--- config.mk ---
export PLATFORM = sky130hd
export DESIGN_NAME = mem_port_scheduler
export DESIGN_NICKNAME = d
export VERILOG_FILES = /design/src/rtl/mem_port_scheduler_pkg.sv /design/src/rtl/mem_sched_arb.sv /design/src/rtl/mem_port_scheduler.sv
export SDC_FILE = /design/constraint.sdc
export NUM_CORES = 1
export LEC_CHECK = 0
export ABC_AREA = 1
export BUFFER_PORTS_ARGS = -buffer_cell sky130_fd_sc_hd__buf_2
export CORE_AREA = 2 2 197 199
export CTS_CLUSTER_SIZE = 30
export DETAILED_ROUTE_END_ITERATION = 6
export DIE_AREA = 0 0 199 201
export HOLD_SLACK_MARGIN = 0.1
export PLACE_DENSITY = 0.53
export SLEW_MARGIN = 25
export SYNTH_ARGS = -nofsm -noshare
export SYNTH_HDL_FRONTEND = slang
export SYNTH_HIERARCHICAL = 1
export SYNTH_SLANG_ARGS = --single-unit
export TNS_END_PERCENT = 5
--- constraint.sdc ---
create_clock -name clk_in -period 15.1 [get_ports clk_in]
set_clock_uncertainty 0.05 [all_clocks]
set_input_delay 0.755 -clock clk_in [delete_from_list [all_inputs] [get_ports clk_in]]
set_output_delay 0.755 -clock clk_in [all_outputs]
set_load 0.005 [all_outputs]
--- src/rtl/mem_port_scheduler_pkg.sv ---
// Shared state/size codes and helpers for the byte-serial memory port scheduler.
// Optional starvation guard is enabled with MEM_SCHED_STARVE_GUARD_EN (see mem_sched_arb).
package mem_port_scheduler_pkg;

  typedef enum logic [1:0] {
    ST_IDLE   = 2'd0,
    ST_IFETCH = 2'd1,
    ST_LOAD   = 2'd2,
    ST_STORE  = 2'd3
  } state_e;

  localparam logic [1:0]  SZ_B = 2'b00;
  localparam logic [1:0]  SZ_H = 2'b01;
  localparam logic [1:0]  SZ_W = 2'b10;

  localparam logic [31:0] IO_BASE_DEFAULT      = 32'h0003_0000;
  localparam int          STARVE_LIMIT_DEFAULT = 4;

  function automatic logic [2:0] size_bytes(input logic [1:0] size);
    logic [2:0] n;
    case (size)
      SZ_B:    n = 3'd1;
      SZ_H:    n = 3'd2;
      default: n = 3'd4;
    endcase
    return n;
  endfunction

  function automatic logic [31:0] load_extend(input logic [31:0] raw,
                                              input logic [1:0]  size,
                                              input logic        sgn);
    logic [31:0] r;
    case (size)
      SZ_B:    r = {{24{sgn & raw[7]}}, raw[7:0]};
      SZ_H:    r = {{16{sgn & raw[15]}}, raw[15:0]};
      default: r = raw;
    endcase
    return r;
  endfunction

endpackage

--- src/rtl/mem_sched_arb.sv ---
// IDLE-state grant decision between instruction fetch and the load/store buffer.
// With MEM_SCHED_STARVE_GUARD_EN defined, a consecutive-LSB-grant counter forces an IC grant.
module mem_sched_arb
  import mem_port_scheduler_pkg::*;
#(
  parameter logic [31:0] IO_BASE      = IO_BASE_DEFAULT,
  parameter int          STARVE_LIMIT = STARVE_LIMIT_DEFAULT
) (
  input  logic        clk_i,
  input  logic        rst_i,
  input  logic        en_i,
  input  logic        idle_i,
  input  logic        ic_req_i,
  input  logic        lsb_req_i,
  input  logic        lsb_wr_i,
  input  logic [31:0] lsb_addr_i,
  input  logic        io_full_i,
  output logic        grant_ic_o,
  output logic        grant_lsb_o
);

  // An IO store cannot start while the IO write buffer is full; it is simply retried later.
  logic lsb_ok;
  assign lsb_ok = lsb_req_i && !(lsb_wr_i && (lsb_addr_i >= IO_BASE) && io_full_i);

`ifdef MEM_SCHED_STARVE_GUARD_EN
  localparam int               CW      = $clog2(STARVE_LIMIT + 1);
  localparam logic [CW-1:0]    LIMIT_C = CW'(STARVE_LIMIT);

  logic [CW-1:0] starve_q, starve_d;
  logic          force_ic;

  assign force_ic    = ic_req_i && (starve_q >= LIMIT_C);
  assign grant_ic_o  = idle_i && ic_req_i && (!lsb_ok || force_ic);
  assign grant_lsb_o = idle_i && lsb_ok && !force_ic;

  always_comb begin
    starve_d = starve_q;
    if (!ic_req_i || grant_ic_o) begin
      starve_d = '0;
    end else if (grant_lsb_o && (starve_q < LIMIT_C)) begin
      starve_d = starve_q + 1'b1;
    end
  end

  always_ff @(posedge clk_i or posedge rst_i) begin
    if (rst_i) begin
      starve_q <= '0;
    end else if (en_i) begin
      starve_q <= starve_d;
    end
  end
`else
  assign grant_lsb_o = idle_i && lsb_ok;
  assign grant_ic_o  = idle_i && ic_req_i && !lsb_ok;

  logic unused_cfg;
  assign unused_cfg = &{1'b0, clk_i, rst_i, en_i, (STARVE_LIMIT > 0)};
`endif

endmodule

--- src/rtl/mem_port_scheduler.sv ---
// Shares the byte-serial RAM/IO port between ICache fetch and the LSB; sequences bytes and extends loads.
// Optional IC starvation guard: define MEM_SCHED_STARVE_GUARD_EN.
module mem_port_scheduler
  import mem_port_scheduler_pkg::*;
#(
  parameter logic [31:0] IO_BASE      = IO_BASE_DEFAULT,
  parameter int          STARVE_LIMIT = STARVE_LIMIT_DEFAULT
) (
  input  logic        clk_in,
  input  logic        rst_in,
  input  logic        rdy_in,
  input  logic        clr_in,
  input  logic        io_buffer_full,
  input  logic [7:0]  mem_din,
  output logic [7:0]  mem_dout,
  output logic [31:0] mem_a,
  output logic        mem_wr,
  input  logic        ic_req,
  input  logic [31:0] ic_pc,
  output logic        ic_rdy,
  output logic [31:0] ic_data,
  input  logic        lsb_req,
  input  logic        lsb_wr,
  input  logic [1:0]  lsb_size,
  input  logic        lsb_signed,
  input  logic [31:0] lsb_addr,
  input  logic [31:0] lsb_wdata,
  output logic        lsb_rdy,
  output logic [31:0] lsb_data
);

  state_e      state_q, state_d;
  logic [2:0]  cnt_q, cnt_d;
  logic [2:0]  nbytes_q, nbytes_d;
  logic [31:0] addr_q, addr_d;
  logic [31:0] wdata_q, wdata_d;
  logic [1:0]  size_q, size_d;
  logic        signed_q, signed_d;
  logic [31:0] buf_q, buf_d;
  logic [31:0] mem_a_q, mem_a_d;
  logic [7:0]  mem_dout_q, mem_dout_d;
  logic        mem_wr_q, mem_wr_d;
  logic        ic_rdy_q, ic_rdy_d;
  logic        lsb_rdy_q, lsb_rdy_d;
  logic [31:0] ic_data_q, ic_data_d;
  logic [31:0] lsb_data_q, lsb_data_d;

  logic        idle_ok, grant_ic, grant_lsb;
  logic [2:0]  cnt_next;
  logic        last;
  logic [31:0] merged;

  // The rdy pulse of the previous op must drop before anything new is accepted.
  assign idle_ok = (state_q == ST_IDLE) && !ic_rdy_q && !lsb_rdy_q && !clr_in;

  mem_sched_arb #(
    .IO_BASE      (IO_BASE),
    .STARVE_LIMIT (STARVE_LIMIT)
  ) u_arb (
    .clk_i       (clk_in),
    .rst_i       (rst_in),
    .en_i        (rdy_in),
    .idle_i      (idle_ok),
    .ic_req_i    (ic_req),
    .lsb_req_i   (lsb_req),
    .lsb_wr_i    (lsb_wr),
    .lsb_addr_i  (lsb_addr),
    .io_full_i   (io_buffer_full),
    .grant_ic_o  (grant_ic),
    .grant_lsb_o (grant_lsb)
  );

  assign cnt_next = cnt_q + 3'd1;
  assign last     = (cnt_next == nbytes_q);

  always_comb begin
    merged = buf_q;
    merged[{cnt_q[1:0], 3'b000} +: 8] = mem_din;
  end

  always_comb begin
    state_d    = state_q;
    cnt_d      = cnt_q;
    nbytes_d   = nbytes_q;
    addr_d     = addr_q;
    wdata_d    = wdata_q;
    size_d     = size_q;
    signed_d   = signed_q;
    buf_d      = buf_q;
    mem_a_d    = mem_a_q;
    mem_dout_d = mem_dout_q;
    mem_wr_d   = mem_wr_q;
    ic_rdy_d   = 1'b0;
    lsb_rdy_d  = 1'b0;
    ic_data_d  = ic_data_q;
    lsb_data_d = lsb_data_q;

    case (state_q)
      ST_IDLE: begin
        if (grant_lsb) begin
          addr_d   = lsb_addr;
          wdata_d  = lsb_wdata;
          size_d   = lsb_size;
          signed_d = lsb_signed;
          nbytes_d = size_bytes(lsb_size);
          cnt_d    = '0;
          buf_d    = '0;
          mem_a_d  = lsb_addr;
          if (lsb_wr) begin
            state_d    = ST_STORE;
            mem_wr_d   = 1'b1;
            mem_dout_d = lsb_wdata[7:0];
          end else begin
            state_d = ST_LOAD;
          end
        end else if (grant_ic) begin
          addr_d   = ic_pc;
          size_d   = SZ_W;
          signed_d = 1'b0;
          nbytes_d = 3'd4;
          cnt_d    = '0;
          buf_d    = '0;
          mem_a_d  = ic_pc;
          state_d  = ST_IFETCH;
        end
      end

      ST_IFETCH, ST_LOAD: begin
        if (clr_in) begin
          state_d = ST_IDLE;
          cnt_d   = '0;
          mem_a_d = '0;
        end else begin
          buf_d = merged;
          cnt_d = cnt_next;
          if (last) begin
            state_d = ST_IDLE;
            mem_a_d = '0;
            if (state_q == ST_IFETCH) begin
              ic_rdy_d  = 1'b1;
              ic_data_d = merged;
            end else begin
              lsb_rdy_d  = 1'b1;
              lsb_data_d = load_extend(merged, size_q, signed_q);
            end
          end else begin
            mem_a_d = addr_q + {29'd0, cnt_next};
          end
        end
      end

      ST_STORE: begin
        // Stores are already committed, so a flush never interrupts them.
        cnt_d = cnt_next;
        if (last) begin
          state_d    = ST_IDLE;
          mem_wr_d   = 1'b0;
          mem_a_d    = '0;
          mem_dout_d = '0;
          lsb_rdy_d  = 1'b1;
        end else begin
          mem_a_d    = addr_q + {29'd0, cnt_next};
          mem_dout_d = wdata_q[{cnt_next[1:0], 3'b000} +: 8];
        end
      end

      default: state_d = ST_IDLE;
    endcase
  end

  always_ff @(posedge clk_in or posedge rst_in) begin
    if (rst_in) begin
      state_q    <= ST_IDLE;
      cnt_q      <= '0;
      nbytes_q   <= '0;
      addr_q     <= '0;
      wdata_q    <= '0;
      size_q     <= '0;
      signed_q   <= 1'b0;
      buf_q      <= '0;
      mem_a_q    <= '0;
      mem_dout_q <= '0;
      mem_wr_q   <= 1'b0;
      ic_rdy_q   <= 1'b0;
      lsb_rdy_q  <= 1'b0;
      ic_data_q  <= '0;
      lsb_data_q <= '0;
    end else if (rdy_in) begin
      state_q    <= state_d;
      cnt_q      <= cnt_d;
      nbytes_q   <= nbytes_d;
      addr_q     <= addr_d;
      wdata_q    <= wdata_d;
      size_q     <= size_d;
      signed_q   <= signed_d;
      buf_q      <= buf_d;
      mem_a_q    <= mem_a_d;
      mem_dout_q <= mem_dout_d;
      mem_wr_q   <= mem_wr_d;
      ic_rdy_q   <= ic_rdy_d;
      lsb_rdy_q  <= lsb_rdy_d;
      ic_data_q  <= ic_data_d;
      lsb_data_q <= lsb_data_d;
    end
  end

  assign mem_a    = mem_a_q;
  assign mem_dout = mem_dout_q;
  assign mem_wr   = mem_wr_q;
  assign ic_rdy   = ic_rdy_q;
  assign ic_data  = ic_data_q;
  assign lsb_rdy  = lsb_rdy_q;
  assign lsb_data = lsb_data_q;

endmodule

# Word-level counts from Yosys, hierarchy flattened
# Index checks and enable logic that the tools add are counted.
[word_totals]
output_inout_bits = 107
elab_cells = 111
in_bits = 115
reg_bits = 214
[op_classes]
reduce_logical = 29
n_eq_ne = 11
mux = 45
shift = 3
bitwise = 4
addsub = 3
magnitude_cmp = 1
[ops]
columns = ["operator", "n"]
rows = [
  ["$mux 32", 7],
  ["$pmux 32 s2", 2],
  ["$pmux 32 s3", 1],
  ["$add 32x3->32", 1],
  ["$bwmux 32", 1],
  ["$ge 32x18->1 const B", 1],
  ["$shift 8x7->32 const A", 1],
  ["$shiftx 32x6->8", 1],
  ["$shiftx 8x7->32", 1],
  ["$mux 8", 3],
  ["$pmux 8 s2", 1],
  ["$mux 3", 5],
  ["$reduce_and 5->1", 3],
  ["$mux 1", 14],
  ["$mux 2", 6],
  ["$logic_and 1x1->1", 9],
  ["$pmux 3 s3", 1],
  ["$ne 2x2->1 const B", 4],
  ["$reduce_and 4->1", 2],
  ["$neg 5->7", 1],
  ["$eq 2x1->1 const B", 3],
  ["$logic_not 2->1", 3],
  ["$pmux 2 s3", 1],
  ["$pmux 3 s2", 1],
  ["12 further kinds", 23],
]

# Longest topological paths before layout
# Gate-level depths: netlist (run 1).
[logic_depth]
depth_word = 10
mapped_depth = 16
ltp_nobuf = 14

# Cells and area by module
# Netlist (run 1), hierarchy kept.
[modules_own_cells]
columns = ["mod", "cells_per_inst", "area_each_um2", "seq_area_each_um2", "instances"]
rows = [
  ["mem_port_scheduler", 1401, 10790.3, 5355.1, 1],
  ["mem_sched_arb", 23, 90.1, 0.0, 1],
]

# Worst setup path after synthesis (run 1)
# No wires, ideal clock.
[synth_timing]
path_kind = "reg-to-reg"
startpoint = "reg cnt_q[0]"
endpoint = "reg mem_a_q[12], in the netlist mem_a[12]"
setup_ns = 0.121
slack_ns = 12.420
stages_incl_launch_ff = 13
synth_period_minus_slack_ns = 2.680
n_path_buf = 2
t_required_ns = 14.929
t_arrival_ns = 2.509
path_cell_list = "dfrtp_1 buf_4 inv_2 buf_1 ha_1 fa_1 nand2_1 nand2_1 nand2_1 nor2_2 or2_2 nand3_1 a21oi_1"
[synth_via]
elab_chain_len = 5
word_cells_on_any_way = 6
classes_between = "add/sub: 2; eq/ne: 1; mux: 3"
[synth_rtl]
columns = ["item", "line", "source"]
rows = [
  ["from (decl)", "mem_port_scheduler.sv:33", "logic [2:0] cnt_q, cnt_d;"],
  ["from (signal assigned)", "mem_port_scheduler.sv:190", "cnt_q <= cnt_d;"],
  ["$add 3x1->3 *", "mem_port_scheduler.sv:73", "assign cnt_next = cnt_q + 3'd1;"],
  ["$add 32x3->32 / $eq 3x3->1 (equally long branches)", "mem_port_scheduler.sv:147, mem_port_scheduler.sv:162, mem_port_scheduler.sv:74", ""],
  ["$mux 32 *", "mem_port_scheduler.sv:136, mem_port_scheduler.sv:155", ""],
  ["$mux 32", "mem_port_scheduler.sv:129", "if (clr_in) begin"],
  ["$pmux 32 s3 *", "mem_port_scheduler.sv:98", "case (state_q)"],
  ["to (signal assigned)", "mem_port_scheduler.sv:197", "mem_a_q <= mem_a_d;"],
  ["to (decl)", "mem_port_scheduler.sv:40", "logic [31:0] mem_a_q, mem_a_d;"],
]
# Mark *: on every way between the ends. The rest lies on a longest branch, timed or not.
# A chain may end at the register's enable or synchronous reset.

# Final worst setup path (run 1)
[layout_timing]
startpoint = "reg state_q[1]"
endpoint = "reg mem_a_q[8], in the netlist mem_a[8]"
[layout_via]
word_cells_on_any_way = 15
classes_between = "eq/ne: 4; mux: 2; reduce/logical: 9"
[layout_rtl]
columns = ["item", "line", "source"]
rows = [
  ["from (decl)", "mem_port_scheduler.sv:32", "state_e state_q, state_d;"],
  ["from (signal assigned)", "mem_port_scheduler.sv:189", "state_q <= state_d;"],
  ["$logic_not 2->1 *", "mem_port_scheduler.sv:54", "assign idle_ok = (state_q == ST_IDLE) && !ic_rdy_q && !lsb_rdy_q && !clr_in;"],
  ["$logic_and 1x1->1 * (3 in series)", "mem_port_scheduler.sv:54", ""],
  ["named net idle_ok", "mem_port_scheduler.sv:48", "logic idle_ok, grant_ic, grant_lsb;"],
  ["$logic_and 1x1->1 *", "mem_sched_arb.sv:54", "assign grant_lsb_o = idle_i && lsb_ok;"],
  ["named net grant_lsb", "mem_port_scheduler.sv:48", ""],
  ["$mux 32 / $ne 3x3->1 (equally long branches)", "n/a", ""],
  ["$pmux 32 s3 / $reduce_and 2->1 (equally long branches)", "n/a", ""],
]
# Mark *: on every way through the listed nets, which the timed path passes. The rest lies on a longest branch.

==> flow_summary.ini, run 1 <==
[outcome]
status = finished, final reports clean

[synth]
async_flop_share_pct = 100
synth_area_per_cell_sq_um = 7.64
ys.flop_type = dfrtp_1
netlist_instances = 1424
synth_xor_area_share_pct = 0.805
synth_mux_area_share_pct = 0
yosys.area_share.adder_pct = 1.45
syn-cell-area_sq_um = 10900
synth_compound_area_share_pct = 13.9
synthSimpleGateAreaFrac_pct = 26.3
synth-seq-area-share_pct = 49.2
yosys_warnings = 6
synth_fp_nets = 1551
synth_seq_cells = 214
synth_edf_count = 0
ys_types = 42
synth_top_family_by_area = simple AND/OR/NAND/NOR gates

[routing]
drt-initial-drc-count = 589
drt_first_pass_iters = 5
drc = 0
avgRoutedWirePerCell_microns = 16.3
ant_nets = 0
avgViaCountPerCell = 4.70
route.vias.total = 10102
wl_mm = 35.0

[setup_path]
worstPathMaxFanout = 66
endpoint_kind = register
cp-start-kind = register
worstPathRequired_ns = 15.51
path_class = register to register
reg2reg_depth = 14
arrival_ns = 5.05

[timing]
setup_viol = 0
tightest_slew_ns = 0.947
period_minus_slack_ns = 4.64
fin_tns_setup_ns = 0
hold_viol_final = 0
whs_ns = 0.274
final_critical_path_setup_slack_ns = 10.46
finalCritPeriodShare_pct = 30.8
rsz0062_at_grt = no
max_clock_freq_mhz = 215
drv_slew = 0
slew_headroom_pct = 36.5

[finish]
drive_above_1_share_pct = 19.1
final_core_util_pct = 34.7
nets = 1744
syn_to_final_growth_pct = 21.4
n_antenna_cell = 0

[clock_network]
path_clk_slew_ns = 0.06
cts_tree = done
cts_hold_buf = 0
h-tree-depth = 1
cts_root_buf = clkbuf_16
post_cts_buffers = 0
cts_buffers = 26
clock_latency_ns = 0.53
post_cts_resized = 0
clock-sinks = 214
cts_buffer_depth = 3

[die]
rows = 72
die_x_microns = 199
dieHeight_microns = 201
core_area_sq_um = 38100
ioPinCount = 222
initial_core_util_pct = 28.6
dieArea_sq_um = 40000

[grt]
overflow = 0
grt_pass1_vias = 10133
gr-usage-all-layers_pct = 17.6
grt_first_pass_wirelength_mm = 55.5
antenna_found_initial = 3
grt_start_max_net_pins = 135

[power_and_ir_drop]
p_leak_nw = 6.76
vdd_drop_max_mv = 0.0831
powerDensity_nw_per_um2 = 187

[place]
dp_hpwl_mm = 24.9
dpl_worst_slack_ns = 10.31
portBuffers = 221
gp_routability_congestion = 0.878

[flow_run]
max_cap_viol_count = 0

[worst_hold_path]
min_path_type = input port to asynchronous set/reset pin
[critical path, cell delays in order, from the launching register on]
cell      delay, ns
dfrtp_1        0.40
inv_1          0.09
ha_1           0.71
inv_2          0.21
nor4_1         0.40
inv_1          0.10
nor2_2         0.11
buf_4          0.36
nand2_1        0.20
nand2_1        0.52
nand2_2        0.29
clkinv_2       0.66
o211ai_1       0.23
nand2_1        0.10
o21bai_1       0.10
[per-stage QoR]
step           instances  power, mW  area [sq um]
2_1_floorplan       1424       1.54         10900
3_3_place_gp        2107       1.86         12400
3_5_place_dp        2107       1.88         12400
4_1_cts             2151       2.50         13200
5_1_grt             2151       2.68         13200
6_report            2151       2.46         13200
[Yosys cell counts, types with 2 or more instances]
| master | count | area, sq um |
|---|---|---|
| buf_1 | 5 | 18.8 |
| xor2_1 | 8 | 70.1 |
| dfrtp_1 | 214 | 5360 |
| nand2_2 | 4 | 25.0 |
| inv_2 | 8 | 30.0 |
| inv_1 | 141 | 529 |
| nand3_2 | 2 | 20.0 |
| o21bai_1 | 4 | 30.0 |
| buf_4 | 5 | 37.5 |
| clkbuf_1 | 26 | 97.6 |
| o211ai_1 | 3 | 22.5 |
| buf_6 | 7 | 78.8 |
| nand4_1 | 8 | 50.1 |
| o22ai_1 | 63 | 394 |
| nor2_2 | 3 | 18.8 |
| ha_1 | 11 | 138 |
| o21ai_0 | 72 | 360 |
| xnor2_1 | 2 | 17.5 |
| buf_2 | 22 | 110 |
| a21oi_1 | 53 | 265 |
| or2_2 | 6 | 37.5 |
| nand2_1 | 483 | 1810 |
| a31oi_1 | 32 | 200 |
| nor3_1 | 4 | 20.0 |
| o21ai_1 | 10 | 50.1 |
| nand3_1 | 61 | 305 |
| nor2_1 | 136 | 510 |
| o21ai_2 | 15 | 131 |
| a22oi_1 | 3 | 22.5 |
[path summary, 6_finish.rpt]
| check | slack (ns) | from | end |
|---|---|---|---|
| min reg2reg | 0.42 | wdata_q[3] | wdata_q[3] |
| min in group clk_in | 0.37 | lsb_size[0] | nbytes_q[0] |
| max | 10.46 | state_q[1] | mem_a[8] |
| max reg2reg | 10.46 | state_q[1] | mem_a[8] |
| min | 0.27 | rst_in | mem_a[11] |
| max in group asynchronous | 13.46 | rst_in | wdata_q[18] |
[report_power, final]
part | internal [mW] | switching [mW] | total, mW
Sequential | 0.782 | 0.150 | 0.932
Clock | 0.358 | 0.246 | 0.604
Combinational | 0.336 | 0.593 | 0.929
[per-layer routing]
metal | GRT usage [%] | part of all wire (%) | vias up
li1 | - | - | 4977
met2 | 28.9 | 47 | 243
met4 | 5.20 | 2.5 | 4
met5 | 0 | 0.071 | -
met1 | 24.1 | 46 | 4830
met3 | 2.52 | 4.6 | 48
[flip-flops by register name, summed over array words and instances, names as in the netlist]
name and count:
nbytes_q 3, signed_q 1, buf_q 32, lsb_rdy 1, ic_data 32, cnt_q 3, mem_dout 8, mem_wr 1
addr_q 32, mem_a 32, ic_rdy 1, lsb_data 32, wdata_q 32, size_q 2, state_q 2
[final cells by class]
type / instances / area, sq um
fill: 4155 / 24900
clock buffer: 39 / 791
multi-input combinational: 994 / 4620
tap: 518 / 648
timing repair buffer: 231 / 1180
clock inverter: 5 / 31.3
inverter: 150 / 577
sequential: 214 / 5360
[cells by family after synthesis]
| family | after synthesis |
|---|---|
| AND/OR/NAND/NOR | 713 |
| flip-flops | 214 |
| AO/OA/AOI/OAI | 259 |
| adder cells (fa/ha/maj) | 12 |
| buffers and inverters | 216 |
| XOR/XNOR | 10 |
[layout by cell type (no fill, tap or decap), types with 2 or more instances in the layout]
cell type / instances
clkbuf_16: 27
inv_2: 7
nand3_1: 61
o21ai_1: 10
clkbuf_1: 5
xor2_1: 8
nand4_1: 8
nor2_1: 135
a31oi_1: 32
a21oi_1: 53
o21ai_2: 15
dfrtp_1: 214
buf_2: 221
nor2_2: 4
nand2_2: 4
a22oi_1: 3
o22ai_1: 63
o21bai_1: 4
nor3_1: 4
clkbuf_8: 7
buf_4: 9
inv_1: 139
o21ai_0: 72
nand2_1: 483
clkinv_1: 2
or2_2: 6
clkinv_2: 4
ha_1: 11
nand3_2: 2
xnor2_1: 2
o211ai_1: 3
Note: power is estimated with default switching activity, not from simulation.
==> run 2: changes to the inputs <==
--- a/config.mk
+++ b/config.mk
@@ -12,7 +12,7 @@
 export DETAILED_ROUTE_END_ITERATION = 6
 export DIE_AREA = 0 0 199 201
 export HOLD_SLACK_MARGIN = 0.1
-export PLACE_DENSITY = 0.53
+export PLACE_DENSITY = 0.55
 export SLEW_MARGIN = 25
 export SYNTH_ARGS = -nofsm -noshare
 export SYNTH_HDL_FRONTEND = slang
==> constraint.sdc (replaced) <==
create_clock -name clk_in -period 4.1 [get_ports clk_in]
set_clock_uncertainty 0.05 [all_clocks]
set_input_delay 0.205 -clock clk_in [delete_from_list [all_inputs] [get_ports clk_in]]
set_output_delay 0.205 -clock clk_in [all_outputs]
set_load 0.005 [all_outputs]
==> run 2 against run 1 <==
Worst setup slack lost 10 ns. Hold slack lost 0.16 ns. Power grew to 3.9 times the previous value. Die area is the same. Count of clock-buffer cells in the layout shrank 3. Cell count grew 6.2%. First-iteration DRC count grew 13%.
==> flow_summary.ini, run 2 (synthesis gave the netlist of run 1 again) <==
[outcome]
status = finished, final reports clean

[clock_network]
path_clk_slew_ns = 0.06
cts_root_buf = clkbuf_16
clock-sinks = 214
cts_buffers = 25
cts_tree = done
post_cts_buffers = 0
cts_buffer_depth = 3
h-tree-depth = 1
clock_latency_ns = 0.53

[timing]
tightest_slew_ns = 0.956
max_clock_freq_mhz = 270
drv_slew = 0
fin_tns_setup_ns = 0
whs_ns = 0.115
period_minus_slack_ns = 3.70
hold_viol_final = 0
rsz0062_at_grt = no
finalCritPeriodShare_pct = 90.3
slew_headroom_pct = 35.9
setup_viol = 0

[power_and_ir_drop]
powerDensity_nw_per_um2 = 657
p_leak_nw = 7.32
vdd_drop_max_mv = 0.302
seqPwrFrac_pct = 36.4
power_switching_mw = 3.77
switching_share_pct = 39.4
internal_power_mw = 5.78
design_power_total_mw = 9.55
pwr-share-comb_pct = 38.9
p_clk_share_pct = 24.7

[finish]
mostFrequentLayoutCell = nand2_1
final_cell_mix = 483 x nand2_1, 221 x buf_2, 214 x dfrtp_1, 139 x inv_1, 135 x nor2_1
final_core_util_pct = 38.1
drive_above_1_share_pct = 18.2
stdcell_count = 2284
syn_to_final_growth_pct = 33.6
nFillCells = 4003
nets = 1873

[routing]
avgViaCountPerCell = 4.67
drt_first_pass_iters = 5
drc = 0
ant_nets = 0
drt-initial-drc-count = 667
route.vias.total = 10673
wl_mm = 36.3
avgRoutedWirePerCell_microns = 15.9

[place]
dpl.cell_count = 2114
portBuffers = 221
dp_hpwl_mm = 25.4
gp_routability_congestion = 0.922

[grt]
grt_pass1_vias = 10568
grt_start_max_net_pins = 120
antenna_found_initial = 2
overflow = 0
gr-usage-all-layers_pct = 18.2
grt_first_pass_wirelength_mm = 57.6

[setup_path]
worstPathMaxFanout = 34
path_class = register to register
cp-start-kind = register
endpoint_kind = register
arrival_ns = 4.12
worstPathRequired_ns = 4.52

[die]
die_x_microns = 199
dieHeight_microns = 201
initial_core_util_pct = 28.6
dieArea_sq_um = 40000
rows = 72
core_area_sq_um = 38100
ioPinCount = 222

[flow_run]
max_cap_viol_count = 0

[worst_hold_path]
min_path_type = input port to register
==> run 2: metal layers <==
layer | routed length (microns) | up-vias | global-route usage, %
li1 | - | 5222 | -
met1 | 16600 | 5081 | 24.8
met2 | 16800 | 304 | 29.7
met3 | 1800 | 64 | 2.47
met4 | 1100 | 2 | 5.89
met5 | 13 | - | 0
==> run 2: final timing paths <==
| path | start | to | slack, ns | depth (start not counted) |
|---|---|---|---|---|
| min in group asynchronous | rst_in | mem_a[7] | 0.30 | 3 |
| hold / removal | mem_din[1] | ic_data[17] | 0.12 | 5 |
| setup / recovery | state_q[0] | addr_q[14] | 0.40 | 14 |
| max in group asynchronous | rst_in | cnt_q[0] | 2.57 | 4 |
| setup reg to reg | state_q[0] | addr_q[14] | 0.40 | 14 |
| hold reg to reg | wdata_q[5] | wdata_q[5] | 0.42 | 2 |
==> run 2: repair_timing <==
item,4_1_cts,5_1_grt
gates resized for setup,0,0
hold endpoints to repair,137,0
hold buffers,123,0
==> run 2: metrics by stage <==
step | setup WS (ns) | cell area [sq um]
finish | 0.399 | 14500
global placement | 1.01 | 12400
CTS | 0.461 | 14500
detailed placement | 0.947 | 12400
global route | 0.0472 | 14500
floorplan | 1.06 | 10900
==> run 2: critical path: stages, from the launching register on <==
cell	delay, ns
dfrtp_1	0.41
inv_1	0.07
ha_1	0.17
inv_2	0.11
nor4_1	0.45
inv_1	0.10
nor2_2	0.18
nand2_1	0.15
nand2_1	0.12
nand2_2	0.17
inv_2	0.50
buf_4	0.34
nor2_1	0.06
a31oi_1	0.16
dlygate4sd3_1	0.58
==> run 2: final cells by class <==
class,count,area [sq um],area share (%)
clock inverter,10,131,0.904
antenna,1,2.50,0.0172
inverter,150,567,3.90
tap,518,648,4.46
timing repair buffer,361,2480,17.0
clock buffer,36,737,5.07
sequential,214,5360,36.8
multi-input combinational,994,4620,31.8
==> run 2: power by group through the flow <==
stage,sequential [mW],clock [mW],combinational [mW]
CTS,3.48,2.43,3.73
detailed placement,3.50,0,3.47
global placement,3.49,0,3.42
finish,3.47,2.36,3.72
global route,3.57,2.51,4.21
floorplan,3.33,0,2.34
